File: src/rtl/ntt_butterfly.sv
// Pipelined Cooley-Tukey NTT butterfly: t = b*w mod q (Barrett), x = a+t mod q, y = a-t mod q.
// Seven register stages under one global advance; a result appears 7 advancing cycles after accept.
module ntt_butterfly #(
    parameter int K = 14
) (
    input  logic         clk,
    input  logic         rst_n,
    input  logic [K-1:0] mod,
    input  logic [K:0]   mu,
    input  logic         in_valid,
    output logic         in_ready,
    input  logic [K-1:0] a,
    input  logic [K-1:0] b,
    input  logic [K-1:0] w,
    output logic         out_valid,
    input  logic         out_ready,
    output logic [K-1:0] x,
    output logic [K-1:0] y
);

    function automatic logic [K+1:0] cond_sub(input logic [K+1:0] r, input logic [K-1:0] q);
        return (r >= {2'b00, q}) ? r - {2'b00, q} : r;
    endfunction

    function automatic logic [K-1:0] fix_add(input logic [K:0] s, input logic [K-1:0] q);
        logic [K+1:0] sm;
        sm = {1'b0, s} - {2'b00, q};
        return sm[K+1] ? K'(s) : K'(sm);
    endfunction

    function automatic logic [K-1:0] fix_sub(input logic signed [K:0] d, input logic [K-1:0] q);
        logic [K:0] dq;
        dq = $unsigned(d) + {1'b0, q};
        return d[K] ? K'(dq) : K'(d);
    endfunction

    logic                  adv;
    logic                  vld_p1, vld_p2, vld_p3, vld_p4, vld_p5, vld_p6, vld_p7;
    logic [2*K-1:0]        p_p1, p_p2;
    logic [2*K+1:0]        q2_p2;
    logic [K+1:0]          r_p3, r_p4;
    logic [K-1:0]          t_p5;
    logic [K-1:0]          a_p1, a_p2, a_p3, a_p4, a_p5;
    logic [K:0]            s_p6;
    logic signed [K:0]     d_p6;
    logic [K-1:0]          x_p7, y_p7;

    logic [K:0]            p_hi;
    logic [K:0]            qhat;
    logic [2*K:0]          qm;
    logic [2*K:0]          diff;

    assign adv       = !vld_p7 || out_ready;
    assign in_ready  = adv;
    assign out_valid = vld_p7;
    assign x         = x_p7;
    assign y         = y_p7;

    // Barrett quotient estimate; the remainder fits in K+2 bits so the wider difference wraps harmlessly
    assign p_hi = (K+1)'(p_p1 >> (K-1));
    assign qhat = (K+1)'(q2_p2 >> (K+1));
    assign qm   = (2*K+1)'(qhat) * (2*K+1)'(mod);
    assign diff = (2*K+1)'(p_p2) - qm;

    always_ff @(posedge clk or negedge rst_n) begin
        if (!rst_n) begin
            vld_p1 <= 1'b0;
            vld_p2 <= 1'b0;
            vld_p3 <= 1'b0;
            vld_p4 <= 1'b0;
            vld_p5 <= 1'b0;
            vld_p6 <= 1'b0;
            vld_p7 <= 1'b0;
            x_p7   <= '0;
            y_p7   <= '0;
        end else if (adv) begin
            vld_p1 <= in_valid;
            vld_p2 <= vld_p1;
            vld_p3 <= vld_p2;
            vld_p4 <= vld_p3;
            vld_p5 <= vld_p4;
            vld_p6 <= vld_p5;
            vld_p7 <= vld_p6;
            // S7: final conditional correction into [0, q)
            x_p7   <= fix_add(s_p6, mod);
            y_p7   <= fix_sub(d_p6, mod);
        end
    end

    always_ff @(posedge clk) begin
        if (adv) begin
            // S1: full product
            p_p1  <= (2*K)'(b) * (2*K)'(w);
            a_p1  <= a;
            // S2: quotient pre-multiply
            p_p2  <= p_p1;
            q2_p2 <= (2*K+2)'(p_hi) * (2*K+2)'(mu);
            a_p2  <= a_p1;
            // S3..S5: remainder and two corrections
            r_p3  <= (K+2)'(diff);
            a_p3  <= a_p2;
            r_p4  <= cond_sub(r_p3, mod);
            a_p4  <= a_p3;
            t_p5  <= K'(cond_sub(r_p4, mod));
            a_p5  <= a_p4;
            // S6: raw sum and signed difference
            s_p6  <= {1'b0, a_p5} + {1'b0, t_p5};
            d_p6  <= $signed({1'b0, a_p5}) - $signed({1'b0, t_p5});
        end
    end

endmodule

File: config.mk
export PLATFORM = sky130hd
export DESIGN_NAME = ntt_butterfly
export DESIGN_NICKNAME = d
export VERILOG_FILES = /design/src/rtl/ntt_butterfly.sv
export SDC_FILE = /design/constraint.sdc
export NUM_CORES = 2
export LEC_CHECK = 0
export CAP_MARGIN = 20
export CORE_ASPECT_RATIO = 1.1
export CORE_MARGIN = 4
export CORE_UTILIZATION = 30
export CTS_BUF_LIST = sky130_fd_sc_hd__clkbuf_16
export CTS_CLUSTER_DIAMETER = 150
export DETAILED_ROUTE_END_ITERATION = 8
export GPL_TIMING_DRIVEN = 0
export HOLD_SLACK_MARGIN = 0.12
export SLEW_MARGIN = 20
export SYNTH_ARGS = -nofsm -noshare
export SYNTH_HDL_FRONTEND = slang
export SYNTH_SLANG_ARGS = --single-unit
File: constraint.sdc
create_clock -name clk -period 12.3 [get_ports clk]
set_input_delay 2.46 -clock clk [delete_from_list [all_inputs] [get_ports clk]]
set_output_delay 2.46 -clock clk [all_outputs]
set_load 0.02 [all_outputs]
==> flow_metrics.tcl <==
set metrics [dict create \
    run_status "finished, final reports clean" \
    portBuffers 104 \
    reported_max_cap_violation_count 0 \
    syn2layout_area_growth_pct 12.88 \
    grt_pass1_wl_mm 112.4 \
    postSynthAreaPerCell_um2 9.932 \
    holdBufCountCts 0 \
    yosys_most_used_dff "edfxtp_1" \
    fp.dieH_um 335.9 \
    finalHoldWorstSlack_ns 0.4122 \
    timing.critical_path.arrival_ns 9.72 \
    die_w_um 306.1 \
    io_pins 105 \
    synth_enable_flop_cells 204 \
    timing.max_slew.rel_slack_pct 31.48 \
    antenna_found_initial 1 \
    detailroute.via_count 20130 \
    clkLatencyLatePin_ns 0.57 \
    synth.net_count 3752 \
    cts_tree "yes" \
    hold_path.class "reg2reg" \
    synth.ff_latch_count 239 \
    timing.final.crit_share_pct 76.04 \
    ys_seq_area_share_pct 23.87 \
    post_cts_resized 0 \
    netlist_top_cells_area "fa_1, edfxtp_1, ha_1, inv_1, and2_1" \
    synthCells 2953 \
    synth.yosys.warnings 0 \
    final-hold-violation-count 0 \
    worst_r2r_path_depth 25 \
    clockBufferDepth 3 \
    crit-reg2reg-capture "q2_p2[26]" \
    avgRoutedWirePerCell_um 15.47 \
    timing.critical_path.fanout_max 10 \
    worst_path_max_delay_cell "clkdlybuf4s50_1" \
    final_layout_size_suffix_gt1_share_pct 2.437 \
    drc_errors 0 \
    numCtsBuffers 30 \
    fin_worst_skew_ns 0.01995 \
    largest_net_degree_at_the_start_of_global_routing 56 \
    achievable-frequency_mhz 106.9 \
    synth_largest_area_cell "fa_1" \
    netlist.area_leader.share_pct 27.98 \
    utilization_pct 34.08 \
    timing.critical_path.to_type "flop" \
    finalSetupViolations 0 \
    critical_path.top_delay_family "adder cells" \
    timing.critical_path.to "p_p1[27]" \
    die_area_um2 102800 \
    cpMostUsedCell "fa_1" \
    postCtsSetupBuffers 0 \
    detailedPlacementHpwl_mm 56.00 \
    synth-async-reset-ratio_pct 14.64 \
    crit_path_cell_trace "clkdlybuf4s50_1 > clkbuf_1 > nand2_1 > fa_1 > inv_1 > fa_1 > inv_1 > fa_1 > inv_1 > fa_1 > fa_1 > inv_1 > fa_1 > inv_1 > ha_1 > a21o_1 > a2111o_1 > a31o_2 > a31oi_2 > o31a_1 > o21ai_1 > a211oi_1 > a21oi_1 > xnor2_1" \
    clockRootBuffer "clkbuf_16" \
    timing_max_transition_violations_final 0 \
    post_synth_instance_area_um2 29330 \
    cts-htree-levels 1 \
    worstReg2RegStart "p_p1[23]" \
    min_period_ns 9.353 \
    worst_setup_hold_path_clk_slew_ns 0.06 \
    detail_route.first_pass.iterations 5 \
    reg2reg_slack_ns 5.31 \
    worst-setup-path-type "in2reg" \
    worst-path-buf-inv 7 \
    critical_path_cell_count 24 \
    place.gp.congestion 0.8539 \
    worstSetupStartpointType "input pin" \
    fillerInstances 9871 \
    post_detailed_routing_wire_length_mm 68.05 \
    yosysUniqueCellTypes 68 \
    grt_setup_unrepaired "no" \
    cts_sinks 239 \
    critPathLaunch "w[6]" \
    grt_usage_pct 13.46 \
    most_common_cell_after_layout_fill_and_taps_aside "inv_1" \
    coreArea_um2 97140 \
    initial_utilization_pct 30.19 \
    globalRouteOverflowTotal 0 \
    post_drt_via_cell_ratio 4.574 \
    timing_worst_slew_pin_value_ns 1.025 \
    cp_slowest_stage_delay_ns 0.66 \
    vias_in_the_first_global_route 21140 \
    finish.net_count 3893 \
    initialDrtViolationCount 904 \
    postRouteAntennaNets 0 \
    critPathRequiredTime_ns 12.66 \
    final_cell_mix "inv_1, fa_1, nand2_1" \
    placementRows 120 \
]
[synth_stat cells (all sizes together), types with 35 or more instances]
| library cell | instances |
|---|---|
| inv | 547 |
| fa | 410 |
| nand2 | 353 |
| ha | 314 |
| and2 | 299 |
| edfxtp | 204 |
| xnor2 | 104 |
| a21oi | 96 |
| clkbuf | 88 |
| nor2 | 88 |
| o21ai | 80 |
| dfrtp | 35 |
[through the flow]
step | cell area (um^2) | setup WS [ns] | TNS [ns] | cells
after global routing | 33110 | 2.507 | 0 | 4399
after detailed placement | 32100 | 2.342 | 0 | 4343
after floorplan | 29330 | 1.179 | 0 | 2953
after CTS | 33110 | 2.934 | 0 | 4399
after global placement | 31970 | -3.616 | -28.35 | 4338
final | 33110 | 2.947 | 0 | 4400
[layer usage]
layer,vias to the layer above,wire length (um),share of wire (%),global-route usage [%]
met2,420,32960,48,23.35
li1,9627,-,-,-
met5,-,0,0,0
met1,10010,30610,45,18.04
met3,75,3276,4.8,1.833
met4,0,1213,1.8,2.713
[worst min-delay path by stage]
stage	startpoint	to	slack (ns)	depth (start not counted)
2_1_floorplan	a_p1[0]	a_p2[0]	0.40	0
3_3_place_gp	p_p1[10]	p_p2[10]	0.40	0
3_5_place_dp	a_p1[10]	a_p2[10]	0.40	0
4_1_cts	a_p4[1]	a_p5[1]	0.41	0
5_1_grt	a_p1[10]	a_p2[10]	0.42	0
6_report	a_p4[1]	a_p5[1]	0.41	0
[flip-flops by register name (all words and copies together), names as in the netlist, 15 cells and up]
name   cells
d_p6      15
p_p1      28
p_p2      16
q2_p2     15
r_p3      16
r_p4      16
[cells by family after synthesis]
logic type               count (synthesis)  synth area share, %
AO/OA/AOI/OAI                          320                6.915
XOR/XNOR                               136                4.061
adder cells (fa/ha/maj)                724                41.38
buffers and inverters                  640                8.216
flip-flops                             239                23.87
multiplexers                            27               0.9470
AND/OR/NAND/NOR                        867                14.61
[area by class of cell]
| class | instances | area [um^2] | area share [%] |
|---|---|---|---|
| clock inverter | 26 | 260.3 | 0.7860 |
| clock buffer | 30 | 750.7 | 2.267 |
| sequential | 239 | 7002 | 21.15 |
| tap | 1281 | 1603 | 4.841 |
| buffer | 92 | 356.6 | 1.077 |
| antenna | 1 | 2.502 | 0.007558 |
| multi-input combinational | 2074 | 19920 | 60.16 |
| inverter | 548 | 2057 | 6.213 |
| timing repair buffer | 109 | 1159 | 3.499 |
Power is not shown: default switching activity piles up to over one toggle a cycle in this logic, so the estimate is an artifact.
